[src/rtl/apb_cmd_master.sv]
// apb_cmd_master: valid/ready command to APB4 initiator; ACCESS timeout enabled by APB_MASTER_TIMEOUT_EN
module apb_cmd_master #(
  parameter int AW = 12,
  parameter int TO_CYCLES = 256
) (
  input  logic          clk,
  input  logic          reset,
  input  logic          cmd_valid,
  output logic          cmd_ready,
  input  logic          cmd_write,
  input  logic [AW-1:0] cmd_addr,
  input  logic [31:0]   cmd_wdata,
  input  logic [3:0]    cmd_strb,
  input  logic [2:0]    cmd_prot,
  output logic          rsp_valid,
  input  logic          rsp_ready,
  output logic [31:0]   rsp_rdata,
  output logic          rsp_err,
  output logic          rsp_timeout,
  output logic          PSEL,
  output logic          PENABLE,
  output logic          PWRITE,
  output logic [AW-1:0] PADDR,
  output logic [31:0]   PWDATA,
  output logic [3:0]    PSTRB,
  output logic [2:0]    PPROT,
  output logic          APBACTIVE,
  input  logic [31:0]   PRDATA,
  input  logic          PREADY,
  input  logic          PSLVERR
);
  typedef enum logic [1:0] {IDLE, SETUP, ACCESS, RESP} state_t;
  state_t state_q, state_d;
  logic rdy_q, rdy_d, wr_q, wr_d, err_q, err_d;
  logic [AW-1:0] addr_q, addr_d;
  logic [31:0] wdata_q, wdata_d, rdata_q, rdata_d;
  logic [3:0] strb_q, strb_d;
  logic [2:0] prot_q, prot_d;
  logic accept, done, expire;
  if (TO_CYCLES < 2 || TO_CYCLES > 65535) begin : g_bad_to_cycles
    $error("TO_CYCLES must be in 2..65535");
  end
  assign accept = rdy_q && cmd_valid;
  assign done = (state_q == ACCESS) && PREADY;
  always_comb begin
    state_d = state_q;
    unique case (state_q)
      IDLE:    state_d = accept ? SETUP : IDLE;
      SETUP:   state_d = ACCESS;
      ACCESS:  state_d = (PREADY || expire) ? RESP : ACCESS;
      RESP:    state_d = rsp_ready ? IDLE : RESP;
      default: state_d = IDLE;
    endcase
    rdy_d = state_d == IDLE;
    addr_d = accept ? cmd_addr : addr_q;
    wr_d = accept ? cmd_write : wr_q;
    prot_d = accept ? cmd_prot : prot_q;
    wdata_d = accept ? (cmd_write ? cmd_wdata : 32'd0) : wdata_q;
    strb_d = accept ? (cmd_write ? cmd_strb : 4'd0) : strb_q;
    rdata_d = done ? (wr_q ? 32'd0 : PRDATA) : expire ? 32'd0 : rdata_q;
    err_d = done ? PSLVERR : expire ? 1'b1 : err_q;
  end
  always_ff @(posedge clk) begin
    if (reset) begin
      state_q <= IDLE;
      rdy_q <= 1'b0;
      addr_q <= '0;
      wr_q <= 1'b0;
      prot_q <= '0;
      wdata_q <= '0;
      strb_q <= '0;
      rdata_q <= '0;
      err_q <= 1'b0;
    end else begin
      state_q <= state_d;
      rdy_q <= rdy_d;
      addr_q <= addr_d;
      wr_q <= wr_d;
      prot_q <= prot_d;
      wdata_q <= wdata_d;
      strb_q <= strb_d;
      rdata_q <= rdata_d;
      err_q <= err_d;
    end
  end
`ifdef APB_MASTER_TIMEOUT_EN
  logic [15:0] cnt_q, cnt_d;
  logic to_q, to_d;
  // cnt_q counts completed wait cycles, so it reads TO_CYCLES-1 in the TO_CYCLES-th ACCESS cycle
  assign expire = (state_q == ACCESS) && !PREADY && (cnt_q == 16'(TO_CYCLES - 1));
  always_comb begin
    cnt_d = (state_q == SETUP) ? 16'd0 : (state_q == ACCESS && !PREADY) ? cnt_q + 16'd1 : cnt_q;
    to_d = done ? 1'b0 : expire ? 1'b1 : to_q;
  end
  always_ff @(posedge clk) begin
    if (reset) begin
      cnt_q <= '0;
      to_q <= 1'b0;
    end else begin
      cnt_q <= cnt_d;
      to_q <= to_d;
    end
  end
  assign rsp_timeout = to_q;
`else
  assign expire = 1'b0;
  assign rsp_timeout = 1'b0;
`endif
  assign cmd_ready = rdy_q;
  assign rsp_valid = state_q == RESP;
  assign rsp_rdata = rdata_q;
  assign rsp_err = err_q;
  assign PSEL = (state_q == SETUP) || (state_q == ACCESS);
  assign PENABLE = state_q == ACCESS;
  assign APBACTIVE = (state_q == SETUP) || (state_q == ACCESS);
  assign PWRITE = wr_q;
  assign PADDR = addr_q;
  assign PWDATA = wdata_q;
  assign PSTRB = strb_q;
  assign PPROT = prot_q;
endmodule

[config.mk]
export PLATFORM = sky130hd
export DESIGN_NAME = apb_cmd_master
export DESIGN_NICKNAME = d
export VERILOG_FILES = /design/src/rtl/apb_cmd_master.sv
export SDC_FILE = /design/constraint.sdc
export NUM_CORES = 1
export LEC_CHECK = 0
export ABC_AREA = 0
export BUFFER_PORTS_ARGS = -buffer_cell sky130_fd_sc_hd__buf_2
export CAP_MARGIN = 40
export CORE_UTILIZATION = 45
export DETAILED_ROUTE_END_ITERATION = 8
export PLACE_DENSITY = 0.75
export SLEW_MARGIN = 5
export SYNTH_ARGS = -nofsm -noshare
export SYNTH_HDL_FRONTEND = slang
export SYNTH_SLANG_ARGS = --single-unit
[constraint.sdc]
create_clock -name clk -period 2.2 [get_ports clk]
set_input_delay 0.11 -clock clk [delete_from_list [all_inputs] [get_ports clk]]
set_output_delay 0.11 -clock clk [all_outputs]
set_load 0.01 [all_outputs]
Word-level counts from Yosys, hierarchy flattened. Cells that the tools add are included.

Equality and inequality tests: 3. Muxes and demuxes: 7. Reduce and logical (&&, ||, !) cells: 5.

Operator list (count): 2-to-1 mux 32 bit (2); one-hot mux 2 bit (4 select lines) (1); equality test 2 bit, second input constant (2); zero test 2 bit (2); 2-to-1 mux 4 bit (1); equality test 2 x 1 -> 1 bit, second input constant (1); logical AND 1 bit (2); 2-to-1 mux 1 bit (2); 2-to-1 mux 2 bit (1); logical OR 1 bit (1).

Register bits: 88. Bits of input ports: 90. Output and inout port bits: 91. Logic and storage cells: 24.

Depth between registers and ports, before layout. Gate-level depths: netlist of run 1.

Depth after elaboration: 4. Depth in mapped cells: 7. Gate-level depth less buffers: 5.

Worst setup path before layout of run 1. No wires, ideal clock.

Path kind: reg-to-reg. Start point: register state_q[0]. End point: register rdata_q[22] (netlist: rsp_rdata[22]). Setup time: 134 ps. Data arrival time: 1183 ps. Path slack: 883 ps. Stages on the path, launching flop included: 8. Buffers on the path: 2. Period minus slack after synthesis: 1317 ps. Cells stage by stage: dfxtp_1 inv_1 ha_1 and2_1 buf_4 buf_6 nand3b_1 a21oi_1.

Word-level cells in the longest chain between the ends: 2.

Ends and longest elaborated chain: start: declaration (line 33) `state_t state_q, state_d;`; start signal: assignment (line 75) `state_q <= state_d;`; equality test 2 bit; net PENABLE (line 21) `output logic PENABLE,`; logical AND 1 bit (line 44) `assign done = (state_q == ACCESS) && PREADY;`; end signal: assignment (line 82) `rdata_q <= rdata_d;`; end: declaration (line 36) `logic [31:0] wdata_q, wdata_d, rdata_q, rdata_d;`.

The timed path passes the listed nets, and every way through them passes these cells. A chain may end at the register's enable or synchronous reset.

Worst setup path after layout of run 1.
Start point: register wr_q (netlist: PWRITE). End point: output port PWRITE.

RTL lines: start: declaration (line 34) `logic rdy_q, rdy_d, wr_q, wr_d, err_q, err_d;`; start signal: assignment (line 78) `wr_q <= wr_d;`; end: declaration (line 22) `output logic PWRITE,`.

No word-level cell between the ends.

==> impl_metrics.prom, run 1 <==
# TYPE chip_impl_metric gauge
chip_impl_metric{name="die_h",unit="um"} 92.4
chip_impl_metric{name="post_place_instance_area",unit="sq um"} 4540
chip_impl_info{name="synth_area_leader_cell",value="sky130_fd_sc_hd__dfxtp_1"} 1
chip_impl_metric{name="syn2layout_area_growth",unit="%"} 32.3
chip_impl_metric{name="syn_nets",unit=""} 492
chip_impl_metric{name="timing_hold_violations_final",unit=""} 0
chip_impl_info{name="critical_path.startpoint_type",value="flip-flop"} 1
chip_impl_metric{name="port_bufs",unit=""} 179
chip_impl_info{name="clockRootBuffer",value="sky130_fd_sc_hd__clkbuf_8"} 1
chip_impl_metric{name="max_cap_violations",unit=""} 0
chip_impl_metric{name="synth-async-reset-ratio",unit="%"} 0
chip_impl_metric{name="starting_drt_drc_count",unit=""} 91
chip_impl_metric{name="largest_buffer_count_on_any_clock_path",unit=""} 2
chip_impl_metric{name="post_route_cells_drive_above_1_share",unit="%"} 47.3
chip_impl_info{name="hold_path_class",value="primary input to flip-flop"} 1
chip_impl_metric{name="setup_viol_count_final",unit=""} 0
chip_impl_metric{name="final.min_clock_period",unit="ns"} 1.60
chip_impl_info{name="cpMaxStageDelayCell",value="sky130_fd_sc_hd__dfxtp_1"} 1
chip_impl_metric{name="cp_slowest_stage_delay",unit="ns"} 0.88
chip_impl_metric{name="horizontal_extent_of_the_die",unit="um"} 92.4
chip_impl_metric{name="place.detailed.hpwl",unit="um"} 6320
chip_impl_metric{name="wl_per_cell",unit="um"} 13.7
chip_impl_metric{name="syn_area_per_cell",unit="sq um"} 9.22
chip_impl_metric{name="detail_route.vias_per_cell",unit=""} 4.97
chip_impl_metric{name="design_power_total",unit="mW"} 3.21
chip_impl_metric{name="grt_first_pass_wirelength",unit="um"} 15100
chip_impl_metric{name="n_fill_cell",unit=""} 703
chip_impl_metric{name="total_leakage_power",unit="nW"} 2.05
chip_impl_metric{name="post_synth_inst_count",unit=""} 399
chip_impl_info{name="worst_path_cell_chain",value="buf_2"} 1
chip_impl_metric{name="clkTransAtPathRegs",unit="ns"} 0.09
chip_impl_info{name="final_common_cell",value="sky130_fd_sc_hd__buf_2"} 1
chip_impl_metric{name="vias_in_the_first_global_route",unit=""} 3229
chip_impl_metric{name="global_route.overflow_total",unit=""} 0
chip_impl_metric{name="gp_congestion",unit=""} 0.734
chip_impl_metric{name="data_arrival_time_of_the_critical_path",unit="ns"} 1.49
chip_impl_metric{name="yosysSeqAreaShare",unit="%"} 47.9
chip_impl_metric{name="report.final.slew_viol_count",unit=""} 0
chip_impl_metric{name="cts.repair.resized",unit=""} 0
chip_impl_info{name="most-common-layout-cells",value="178 x sky130_fd_sc_hd__buf_2, 103 x sky130_fd_sc_hd__nand2_1, 88 x sky130_fd_sc_hd__dfxtp_1"} 1
chip_impl_metric{name="std_cell_rows",unit=""} 32
chip_impl_metric{name="timing.max_slew.rel_slack",unit="%"} 43.1
chip_impl_metric{name="ys.warnings.count",unit=""} 0
chip_impl_metric{name="post_synth_num_cell_types",unit=""} 23
chip_impl_metric{name="initial_core_util",unit="%"} 47.1
chip_impl_metric{name="tightest_slew",unit="ns"} 0.852
chip_impl_metric{name="worst_skew_pair.late_latency",unit="ns"} 0.34
chip_impl_metric{name="io_pins",unit=""} 181
chip_impl_info{name="grt_setup_unrepaired",value="false"} 1
chip_impl_metric{name="multiInputGateArea",unit="sq um"} 1640
chip_impl_metric{name="clock_sink_count",unit=""} 88
chip_impl_metric{name="final_cell_area",unit="sq um"} 4870
chip_impl_metric{name="h-tree-depth",unit=""} 3
chip_impl_metric{name="number_of_synthesized_flops_with_an_enable_pin",unit=""} 0
chip_impl_metric{name="critical_path_maximum_fanout",unit=""} 34
chip_impl_metric{name="syn_area",unit="sq um"} 3680
chip_impl_metric{name="timing.critical_path.buf_inv",unit=""} 1
chip_impl_metric{name="ant_nets",unit=""} 0
chip_impl_metric{name="achievable-frequency",unit="MHz"} 626
chip_impl_metric{name="critical_path_required",unit="ns"} 2.09
chip_impl_metric{name="area.sequential",unit="sq um"} 1760
chip_impl_metric{name="globalRouteTotalUtil",unit="%"} 22.0
chip_impl_info{name="critical_path.top_delay_family",value="flip-flops"} 1
chip_impl_metric{name="pin_count_of_the_biggest_net_entering_global_routing",unit=""} 43
chip_impl_metric{name="top_area_cell_type_share_of_the_netlist_area",unit="%"} 47.9
chip_impl_info{name="leading_post_synthesis_cells_by_cell_area",value="sky130_fd_sc_hd__dfxtp_1 48%, sky130_fd_sc_hd__nand2_1 11%, sky130_fd_sc_hd__nand3_2 9.2%"} 1
chip_impl_info{name="synth_flop_cell",value="sky130_fd_sc_hd__dfxtp_1"} 1
chip_impl_metric{name="detail_route.first_pass.iterations",unit=""} 5
chip_impl_metric{name="placement.setup.worst_slack",unit="ns"} 0.770
chip_impl_info{name="outcome",value="finished clean"} 1
chip_impl_metric{name="postSynthRegisterBits",unit=""} 88
chip_impl_metric{name="coreArea",unit="sq um"} 7810
chip_impl_info{name="critical_path.endpoint_type",value="output port"} 1
chip_impl_metric{name="fin_tns_setup",unit="ns"} 0
chip_impl_metric{name="finalWirelength",unit="um"} 9320
chip_impl_metric{name="antenna_found_initial",unit=""} 0
chip_impl_info{name="cts_tree",value="built"} 1
chip_impl_metric{name="routed-via-count",unit=""} 3393
chip_impl_metric{name="antenna_diode_count",unit=""} 0
chip_impl_metric{name="die_area",unit="sq um"} 8540
chip_impl_metric{name="final.setup_skew",unit="ns"} 0.0103
chip_impl_metric{name="final.period_utilization",unit="%"} 72.6
chip_impl_metric{name="postLayoutSetupSlackWorst",unit="ns"} 0.603
chip_impl_metric{name="remaining_drc_errors",unit=""} 0
chip_impl_metric{name="power_per_cell_area",unit="nW/um^2"} 659
chip_impl_info{name="worst-setup-path-type",value="flip-flop to output port"} 1
chip_impl_metric{name="irDropWorstVdd",unit="V"} 0.000347
chip_impl_metric{name="num-nets-final",unit=""} 669
chip_impl_metric{name="cts_buffers",unit=""} 9
## stage by stage
stage	hold WS (ns)	utilization [%]	std cells
final	0.0128	62.4	683
after global routing	0.00420	62.4	683
after CTS	0.00183	62.4	683
after detailed placement	0.357	58.2	653
after global placement	0.350	58.2	653
after floorplan	0.246	-	399
## power breakdown
part / internal [mW] / switching, mW
combinational: 0.196 / 0.251
sequential: 1.65 / 0.0343
clock: 0.520 / 0.561
## final timing paths
check,start,endpoint,slack [ns],depth (start not counted)
max,PWRITE$_SDFFE_PP0P_,PWRITE,0.60,1
min,cmd_wdata[23],PWDATA[23]$_SDFFE_PP0P_,0.01,3
max reg2reg,state_q[1]$_SDFF_PP0_,rsp_rdata[19]$_SDFFE_PP0P_,0.73,5
min reg2reg,rsp_rdata[16]$_SDFFE_PP0P_,rsp_rdata[16]$_SDFFE_PP0P_,0.45,2
## logic make-up after synthesis
group | after synthesis | share of synthesized area [%]
AOI/OAI and AO/OA | 88 | 15.6
adders and majority gates | 3 | 1.02
buffers and inverters | 40 | 7.62
DFF | 88 | 47.9
other | 1 | 0.102
and+or+nand+nor | 179 | 27.8
## registers in the layout, indices dropped and copies added, names as in the netlist
signal	count
rsp_rdata	32
state_q	2
PSTRB	4
PPROT	3
rsp_err	1
PWRITE	1
cmd_ready	1
PWDATA	32
PADDR	12
## layer usage
layer	GRT usage (%)	wire length, um	up-vias
met5	0	0	-
met2	37.3	4490	142
li1	-	-	1677
met4	7.68	159	0
met1	26.1	3870	1557
met3	6.73	801	17
## worst reg2reg max path, delay by kind of cell, from the launching register on
kind | cells | cell delay, ns
AOI/OAI and AO/OA | 1 | 0.16
adders and majority gates | 1 | 0.23
buffers and inverters | 1 | 0.32
DFF | 1 | 0.40
and+or+nand+nor | 2 | 0.30
## what timing repair did
action | in CTS | in global routing
buffers inserted | 0 | 0
hold buffers | 14 | 0
hold endpoints to repair | 14 | 0
## cells in the mapped netlist (3+ instances only)
| library cell | number |
|---|---|
| sky130_fd_sc_hd__dfxtp_1 | 88 |
| sky130_fd_sc_hd__clkbuf_1 | 11 |
| sky130_fd_sc_hd__nand3_2 | 34 |
| sky130_fd_sc_hd__nand3b_1 | 32 |
| sky130_fd_sc_hd__ha_1 | 3 |
| sky130_fd_sc_hd__inv_1 | 3 |
| sky130_fd_sc_hd__buf_4 | 6 |
| sky130_fd_sc_hd__buf_2 | 11 |
| sky130_fd_sc_hd__nand2_1 | 104 |
| sky130_fd_sc_hd__buf_12 | 3 |
| sky130_fd_sc_hd__a21oi_1 | 52 |
| sky130_fd_sc_hd__buf_6 | 6 |
| sky130_fd_sc_hd__a21oi_2 | 34 |
## area by class of cell
cell class,count,share of cell area (%)
Sequential cell,88,36.2
Timing Repair Buffer,203,23.4
Clock inverter,6,1.23
Multi-Input combinational cell,271,33.7
Tap cell,102,2.62
Inverter,3,0.231
Clock buffer,10,2.62
Power figures use the tool's default switching activity.
==> run 2, diff against run 1 <==
CORE_UTILIZATION = 41   (was 45)
PLACE_DENSITY = 0.71   (was 0.75)
clock period = 1.4 ns   (was 2.2 ns; I/O delays follow)
==> impl_metrics.prom, run 2 (synthesis gave the netlist of run 1 again) <==
# TYPE chip_impl_metric gauge
chip_impl_info{name="outcome",value="finished clean"} 1
chip_impl_metric{name="gp_congestion",unit=""} 0.723
chip_impl_metric{name="num-nets-final",unit=""} 743
chip_impl_metric{name="h-tree-depth",unit=""} 3
chip_impl_metric{name="antenna_found_initial",unit=""} 0
chip_impl_metric{name="globalRouteTotalUtil",unit="%"} 22.7
chip_impl_info{name="critical_path.endpoint_type",value="flip-flop"} 1
chip_impl_metric{name="global_route.overflow_total",unit=""} 0
chip_impl_metric{name="post_place_instance_area",unit="sq um"} 4630
chip_impl_metric{name="total_leakage_power",unit="nW"} 2.41
chip_impl_info{name="clockRootBuffer",value="sky130_fd_sc_hd__clkbuf_8"} 1
chip_impl_metric{name="syn2layout_area_growth",unit="%"} 55.7
chip_impl_info{name="worst-setup-path-type",value="flip-flop to flip-flop"} 1
chip_impl_metric{name="worst_skew_pair.late_latency",unit="ns"} 0.34
chip_impl_metric{name="vias_in_the_first_global_route",unit=""} 3720
chip_impl_metric{name="power_per_cell_area",unit="nW/um^2"} 944
chip_impl_info{name="final_common_cell",value="sky130_fd_sc_hd__buf_2"} 1
chip_impl_info{name="critical_path.startpoint_type",value="flip-flop"} 1
chip_impl_metric{name="irDropWorstVdd",unit="V"} 0.000560
chip_impl_metric{name="final_cell_area",unit="sq um"} 5730
chip_impl_metric{name="finalWirelength",unit="um"} 11100
chip_impl_metric{name="horizontal_extent_of_the_die",unit="um"} 96.7
chip_impl_metric{name="max_cap_violations",unit=""} 0
chip_impl_metric{name="post_route_cells_drive_above_1_share",unit="%"} 42.8
chip_impl_metric{name="grt_first_pass_wirelength",unit="um"} 17500
chip_impl_info{name="most-common-layout-cells",value="178 x sky130_fd_sc_hd__buf_2, 102 x sky130_fd_sc_hd__nand2_1, 87 x sky130_fd_sc_hd__dfxtp_1"} 1
chip_impl_metric{name="data_arrival_time_of_the_critical_path",unit="ns"} 1.58
chip_impl_metric{name="final.min_clock_period",unit="ns"} 1.32
chip_impl_metric{name="port_bufs",unit=""} 179
chip_impl_metric{name="io_pins",unit=""} 181
chip_impl_metric{name="clock_sink_count",unit=""} 88
chip_impl_metric{name="largest_buffer_count_on_any_clock_path",unit=""} 2
chip_impl_metric{name="starting_drt_drc_count",unit=""} 103
chip_impl_metric{name="pin_count_of_the_biggest_net_entering_global_routing",unit=""} 37
chip_impl_metric{name="coreArea",unit="sq um"} 8720
chip_impl_metric{name="antenna_diode_count",unit=""} 0
chip_impl_metric{name="placement.setup.worst_slack",unit="ns"} 0.0856
chip_impl_metric{name="final.setup_skew",unit="ns"} 0.00879
chip_impl_metric{name="ant_nets",unit=""} 0
chip_impl_metric{name="clkTransAtPathRegs",unit="ns"} 0.08
chip_impl_metric{name="wl_per_cell",unit="um"} 14.5
chip_impl_metric{name="die_area",unit="sq um"} 9360
chip_impl_metric{name="critical_path_maximum_fanout",unit=""} 17
chip_impl_metric{name="std_cell_rows",unit=""} 34
chip_impl_metric{name="fin_tns_setup",unit="ns"} 0
chip_impl_metric{name="detail_route.first_pass.iterations",unit=""} 4
chip_impl_metric{name="critical_path_required",unit="ns"} 1.66
chip_impl_metric{name="n_fill_cell",unit=""} 675
chip_impl_info{name="hold_path_class",value="primary input to flip-flop"} 1
chip_impl_metric{name="timing_hold_violations_final",unit=""} 0
chip_impl_metric{name="achievable-frequency",unit="MHz"} 758
chip_impl_metric{name="detail_route.vias_per_cell",unit=""} 4.91
chip_impl_info{name="cts_tree",value="built"} 1
chip_impl_metric{name="die_h",unit="um"} 96.7
chip_impl_metric{name="routed-via-count",unit=""} 3743
chip_impl_metric{name="initial_core_util",unit="%"} 42.2
chip_impl_metric{name="postLayoutSetupSlackWorst",unit="ns"} 0.0807
chip_impl_metric{name="setup_viol_count_final",unit=""} 0
chip_impl_metric{name="report.final.slew_viol_count",unit=""} 0
chip_impl_metric{name="final.period_utilization",unit="%"} 94.2
chip_impl_metric{name="cts_buffers",unit=""} 9
chip_impl_metric{name="remaining_drc_errors",unit=""} 0
chip_impl_metric{name="place.detailed.hpwl",unit="um"} 6030
run 2: metrics by stage:
stage | util (%) | hold slack, ns | cells | power (mW)
final | 65.7 | 0.123 | 762 | 5.41
after global routing | 65.7 | 0.106 | 762 | 5.67
after CTS | 65.0 | 0.106 | 760 | 5.45
after global placement | 53.0 | 0.310 | 661 | 3.39
after detailed placement | 53.0 | 0.316 | 661 | 3.40
after floorplan | - | 0.206 | 399 | 3.12
run 2: routing by layer:
metal	part of all wire, %	routed length (um)	vias up	GRT usage [%]
met5	0	0	-	0
met4	1.7	192	0	7.92
li1	-	-	1827	-
met1	42	4660	1715	28.1
met2	49	5420	177	37.5
met3	7.3	813	24	6.65
run 2: area by class of cell:
cell class	count	area, sq um	area share [%]
inverter	3	11.3	0.197
multi-input combinational	271	1650	28.8
clock inverter	3	67.6	1.18
tap	108	135	2.36
clock buffer	12	135	2.36
sequential	88	1760	30.8
timing repair buffer	277	1970	34.3
run 2: final timing paths:
check,cells past startpoint,slack (ns),startpoint,to
max,6,0.08,state_q[0]$_SDFF_PP0_,rsp_rdata[24]$_SDFFE_PP0P_
min,3,0.12,cmd_valid,cmd_ready$_SDFF_PP0_
max reg2reg,6,0.08,state_q[0]$_SDFF_PP0_,rsp_rdata[24]$_SDFFE_PP0P_
min reg2reg,2,0.45,rsp_rdata[7]$_SDFFE_PP0P_,rsp_rdata[7]$_SDFFE_PP0P_
run 2: where the power goes:
part | total, mW | internal [mW] | switching, mW
Clock | 1.85 | 1.00 | 0.849
Sequential | 2.63 | 2.59 | 0.0463
Combinational | 0.924 | 0.470 | 0.454
Total | 5.41 | 4.06 | 1.35
run 2: worst max-delay path, cell delays in order, from the launching register on:
cell and delay [ns]:
sky130_fd_sc_hd__dfxtp_1 0.33, sky130_fd_sc_hd__inv_1 0.09, sky130_fd_sc_hd__ha_2 0.21, sky130_fd_sc_hd__and2_4 0.18, sky130_fd_sc_hd__buf_12 0.15, sky130_fd_sc_hd__nand3b_1 0.09
sky130_fd_sc_hd__a21oi_1 0.18
run 2: what timing repair did:
item,in CTS,in global routing
gates resized for setup,0,5
buffers inserted,0,0
endpoints found under the hold margin,84,0
hold buffers,84,0
setup endpoints to repair,0,35
==> run 3, diff against run 2 <==
CELL_PAD_IN_SITES_DETAIL_PLACEMENT = 0   (was not set)
CELL_PAD_IN_SITES_GLOBAL_PLACEMENT = 2   (was not set)
CORE_UTILIZATION = 23   (was 41)
PLACE_DENSITY = 0.72   (was 0.71)
==> impl_metrics.prom, run 3 (synthesis gave the netlist of run 1 again) <==
# TYPE chip_impl_metric gauge
chip_impl_info{name="outcome",value="finished clean"} 1
chip_impl_info{name="worst-setup-path-type",value="flip-flop to output port"} 1
chip_impl_metric{name="horizontal_extent_of_the_die",unit="um"} 128
chip_impl_metric{name="pin_count_of_the_biggest_net_entering_global_routing",unit=""} 48
chip_impl_info{name="grt-busiest-layer",value="met2"} 1
chip_impl_metric{name="achievable-frequency",unit="MHz"} 785
chip_impl_metric{name="detail_route.vias_per_cell",unit=""} 4.22
chip_impl_metric{name="fin_tns_setup",unit="ns"} 0
chip_impl_info{name="final_common_cell",value="sky130_fd_sc_hd__buf_2"} 1
chip_impl_metric{name="path_depth",unit=""} 3
chip_impl_metric{name="timing.critical_path.buf_inv",unit=""} 2
chip_impl_metric{name="place.detailed.hpwl",unit="um"} 7260
chip_impl_metric{name="total_leakage_power",unit="nW"} 2.43
chip_impl_metric{name="die_area",unit="sq um"} 16500
chip_impl_info{name="clockRootBuffer",value="sky130_fd_sc_hd__clkbuf_16"} 1
chip_impl_metric{name="tightest_slew",unit="ns"} 0.533
chip_impl_metric{name="max_cap_violations",unit=""} 0
chip_impl_metric{name="timing.max_slew.rel_slack",unit="%"} 64.5
chip_impl_metric{name="power_per_cell_area",unit="nW/um^2"} 988
chip_impl_metric{name="setup_viol_count_final",unit=""} 0
chip_impl_info{name="worst_r2r_endpoint",value="rsp_rdata[0]$_SDFFE_PP0P_"} 1
chip_impl_metric{name="antenna_diode_count",unit=""} 0
chip_impl_metric{name="ff2ff_path_depth",unit=""} 6
chip_impl_metric{name="placement.setup.worst_slack",unit="ns"} 0.0727
chip_impl_info{name="worst_path_cell_chain",value="inv_1 > ha_1 > buf_2"} 1
chip_impl_metric{name="report.final.slew_viol_count",unit=""} 0
chip_impl_metric{name="num-nets-final",unit=""} 742
chip_impl_metric{name="critical_path_required",unit="ns"} 1.33
chip_impl_metric{name="final.min_clock_period",unit="ns"} 1.27
chip_impl_metric{name="starting_drt_drc_count",unit=""} 126
chip_impl_metric{name="timing_hold_violations_final",unit=""} 0
chip_impl_metric{name="clkTransAtPathRegs",unit="ns"} 0.07
chip_impl_metric{name="syn2layout_area_growth",unit="%"} 59.7
chip_impl_metric{name="cts_buffers",unit=""} 9
chip_impl_metric{name="post_route_cells_drive_above_1_share",unit="%"} 43.6
chip_impl_metric{name="clock_sink_count",unit=""} 88
chip_impl_metric{name="finalWirelength",unit="um"} 11100
chip_impl_metric{name="final.period_utilization",unit="%"} 91.0
chip_impl_info{name="regToRegStartpoint",value="state_q[0]$_SDFF_PP0_"} 1
chip_impl_metric{name="cp_slowest_stage_delay",unit="ns"} 0.35
chip_impl_info{name="critical_path.startpoint_type",value="flip-flop"} 1
chip_impl_info{name="hold_path_class",value="primary input to flip-flop"} 1
chip_impl_metric{name="final.setup_skew",unit="ns"} 0.00560
chip_impl_info{name="cts_tree",value="built"} 1
chip_impl_metric{name="global_route.usage.met1",unit="%"} 16.0
chip_impl_metric{name="coreArea",unit="sq um"} 15400
chip_impl_info{name="critical_path.endpoint_type",value="output port"} 1
chip_impl_metric{name="irDropWorstVdd",unit="V"} 0.000476
chip_impl_metric{name="largest_buffer_count_on_any_clock_path",unit=""} 2
chip_impl_metric{name="h-tree-depth",unit=""} 3
chip_impl_metric{name="grt_first_pass_wirelength",unit="um"} 17700
chip_impl_metric{name="ant_nets",unit=""} 0
chip_impl_metric{name="gp_congestion",unit=""} 0.693
chip_impl_metric{name="globalRouteTotalUtil",unit="%"} 13.6
chip_impl_metric{name="port_bufs",unit=""} 179
chip_impl_metric{name="io_pins",unit=""} 181
chip_impl_info{name="critical_path.top_delay_family",value="flip-flops"} 1
chip_impl_metric{name="critical_path_maximum_fanout",unit=""} 3
chip_impl_metric{name="std_cell_rows",unit=""} 45
chip_impl_metric{name="remaining_drc_errors",unit=""} 0
chip_impl_metric{name="grt_use_met3",unit="%"} 4.78
chip_impl_info{name="grt_setup_unrepaired",value="false"} 1
chip_impl_metric{name="worst_hold_stages",unit=""} 3
chip_impl_metric{name="worst_skew_pair.late_latency",unit="ns"} 0.34
chip_impl_metric{name="global_route.overflow_total",unit=""} 0
chip_impl_metric{name="global_route.usage.met2",unit="%"} 22.4
chip_impl_metric{name="data_arrival_time_of_the_critical_path",unit="ns"} 1.20
chip_impl_info{name="whs_endpoint",value="PSTRB[3]$_SDFFE_PP0P_"} 1
chip_impl_metric{name="postLayoutSetupSlackWorst",unit="ns"} 0.126
chip_impl_metric{name="reg2reg_slack",unit="ns"} 0.13
chip_impl_info{name="cpMaxStageDelayCell",value="sky130_fd_sc_hd__dfxtp_1"} 1
chip_impl_metric{name="initial_core_util",unit="%"} 23.9
chip_impl_metric{name="wl_per_cell",unit="um"} 12.8
chip_impl_metric{name="routed-via-count",unit=""} 3646
chip_impl_info{name="hold_path_startpoint",value="cmd_strb[3]"} 1
chip_impl_metric{name="die_h",unit="um"} 128
chip_impl_metric{name="detail_route.first_pass.iterations",unit=""} 4
chip_impl_info{name="most-common-layout-cells",value="178 x sky130_fd_sc_hd__buf_2, 103 x sky130_fd_sc_hd__nand2_1, 87 x sky130_fd_sc_hd__dfxtp_1"} 1
chip_impl_metric{name="vias_in_the_first_global_route",unit=""} 3716
chip_impl_metric{name="antenna_found_initial",unit=""} 0
==> run 3: changes by cell type in the layout (fill, tap and decap cells not counted), moves of 2 or more <==
cell and delta:
sky130_fd_sc_hd__clkbuf_1 -2, sky130_fd_sc_hd__clkbuf_8 -7, sky130_fd_sc_hd__dlygate4sd3_1 -5, sky130_fd_sc_hd__bufinv_16 -2, sky130_fd_sc_hd__clkinv_2 +2, sky130_fd_sc_hd__clkbuf_16 +8, sky130_fd_sc_hd__buf_4 +6
==> run 3: repair_timing <==
item | in CTS | in global routing
hold buffers | 79 | 0
setup buffers | 0 | 0
hold endpoints to repair | 79 | 0
endpoints found under the setup margin | 0 | 20
gates resized for setup | 0 | 4
==> run 3: how the worst max path moves through the flow <==
| stage | from | end | slack, ns |
|---|---|---|---|
| floorplan | state_q[0]$_SDFF_PP0_ | rsp_rdata[22]$_SDFFE_PP0P_ | 0.08 |
| global placement | state_q[0]$_SDFF_PP0_ | rsp_rdata[0]$_SDFFE_PP0P_ | 0.11 |
| detailed placement | state_q[1]$_SDFF_PP0_ | rsp_rdata[0]$_SDFFE_PP0P_ | 0.07 |
| CTS | state_q[1]$_SDFF_PP0_ | rsp_rdata[0]$_SDFFE_PP0P_ | 0.05 |
| global route | state_q[0]$_SDFF_PP0_ | rsp_rdata[2]$_SDFFE_PP0P_ | 0.02 |
| finish | state_q[0]$_SDFF_PP0_ | APBACTIVE | 0.13 |
==> run 3: worst min-delay path, stage by stage <==
cell and delay, ns:
sky130_fd_sc_hd__buf_2 0.10, sky130_fd_sc_hd__nand3_1 0.07, sky130_fd_sc_hd__a21oi_1 0.06
==> run 3: metrics by stage <==
step                      util (%)  cell area (sq um)  power [mW]  hold WS, ns  cells
after floorplan                  -               3680        3.12        0.206    399
after global placement        31.0               4780        3.42        0.311    769
after detailed placement      31.0               4780        3.42        0.319    769
after CTS                     37.9               5840        5.90     0.000871    863
after global routing          38.1               5880        6.08       0.0191    864
final                         38.1               5880        5.80       0.0157    864
==> run 3: layer usage <==
layer	vias to the layer above	part of all wire [%]	wire (um)
met4	0	1.5	171
met2	143	44	4910
met1	1666	45	4980
met5	-	0	0
met3	13	9.3	1040
li1	1824	-	-
==> run 3: area by class of cell <==
type,instances,area (sq um)
Clock buffer,12,256
Clock inverter,3,17.5
Fill cell,1593,9550
Inverter,3,11.3
Multi-Input combinational cell,271,1650
Sequential cell,88,1760
Tap cell,211,264
Timing Repair Buffer,276,1920
==> run 3: power breakdown <==
part / switching [mW] / internal (mW)
registers: 0.0450 / 2.59
logic: 0.444 / 0.458
clock network: 0.979 / 1.29
total: 1.47 / 4.33
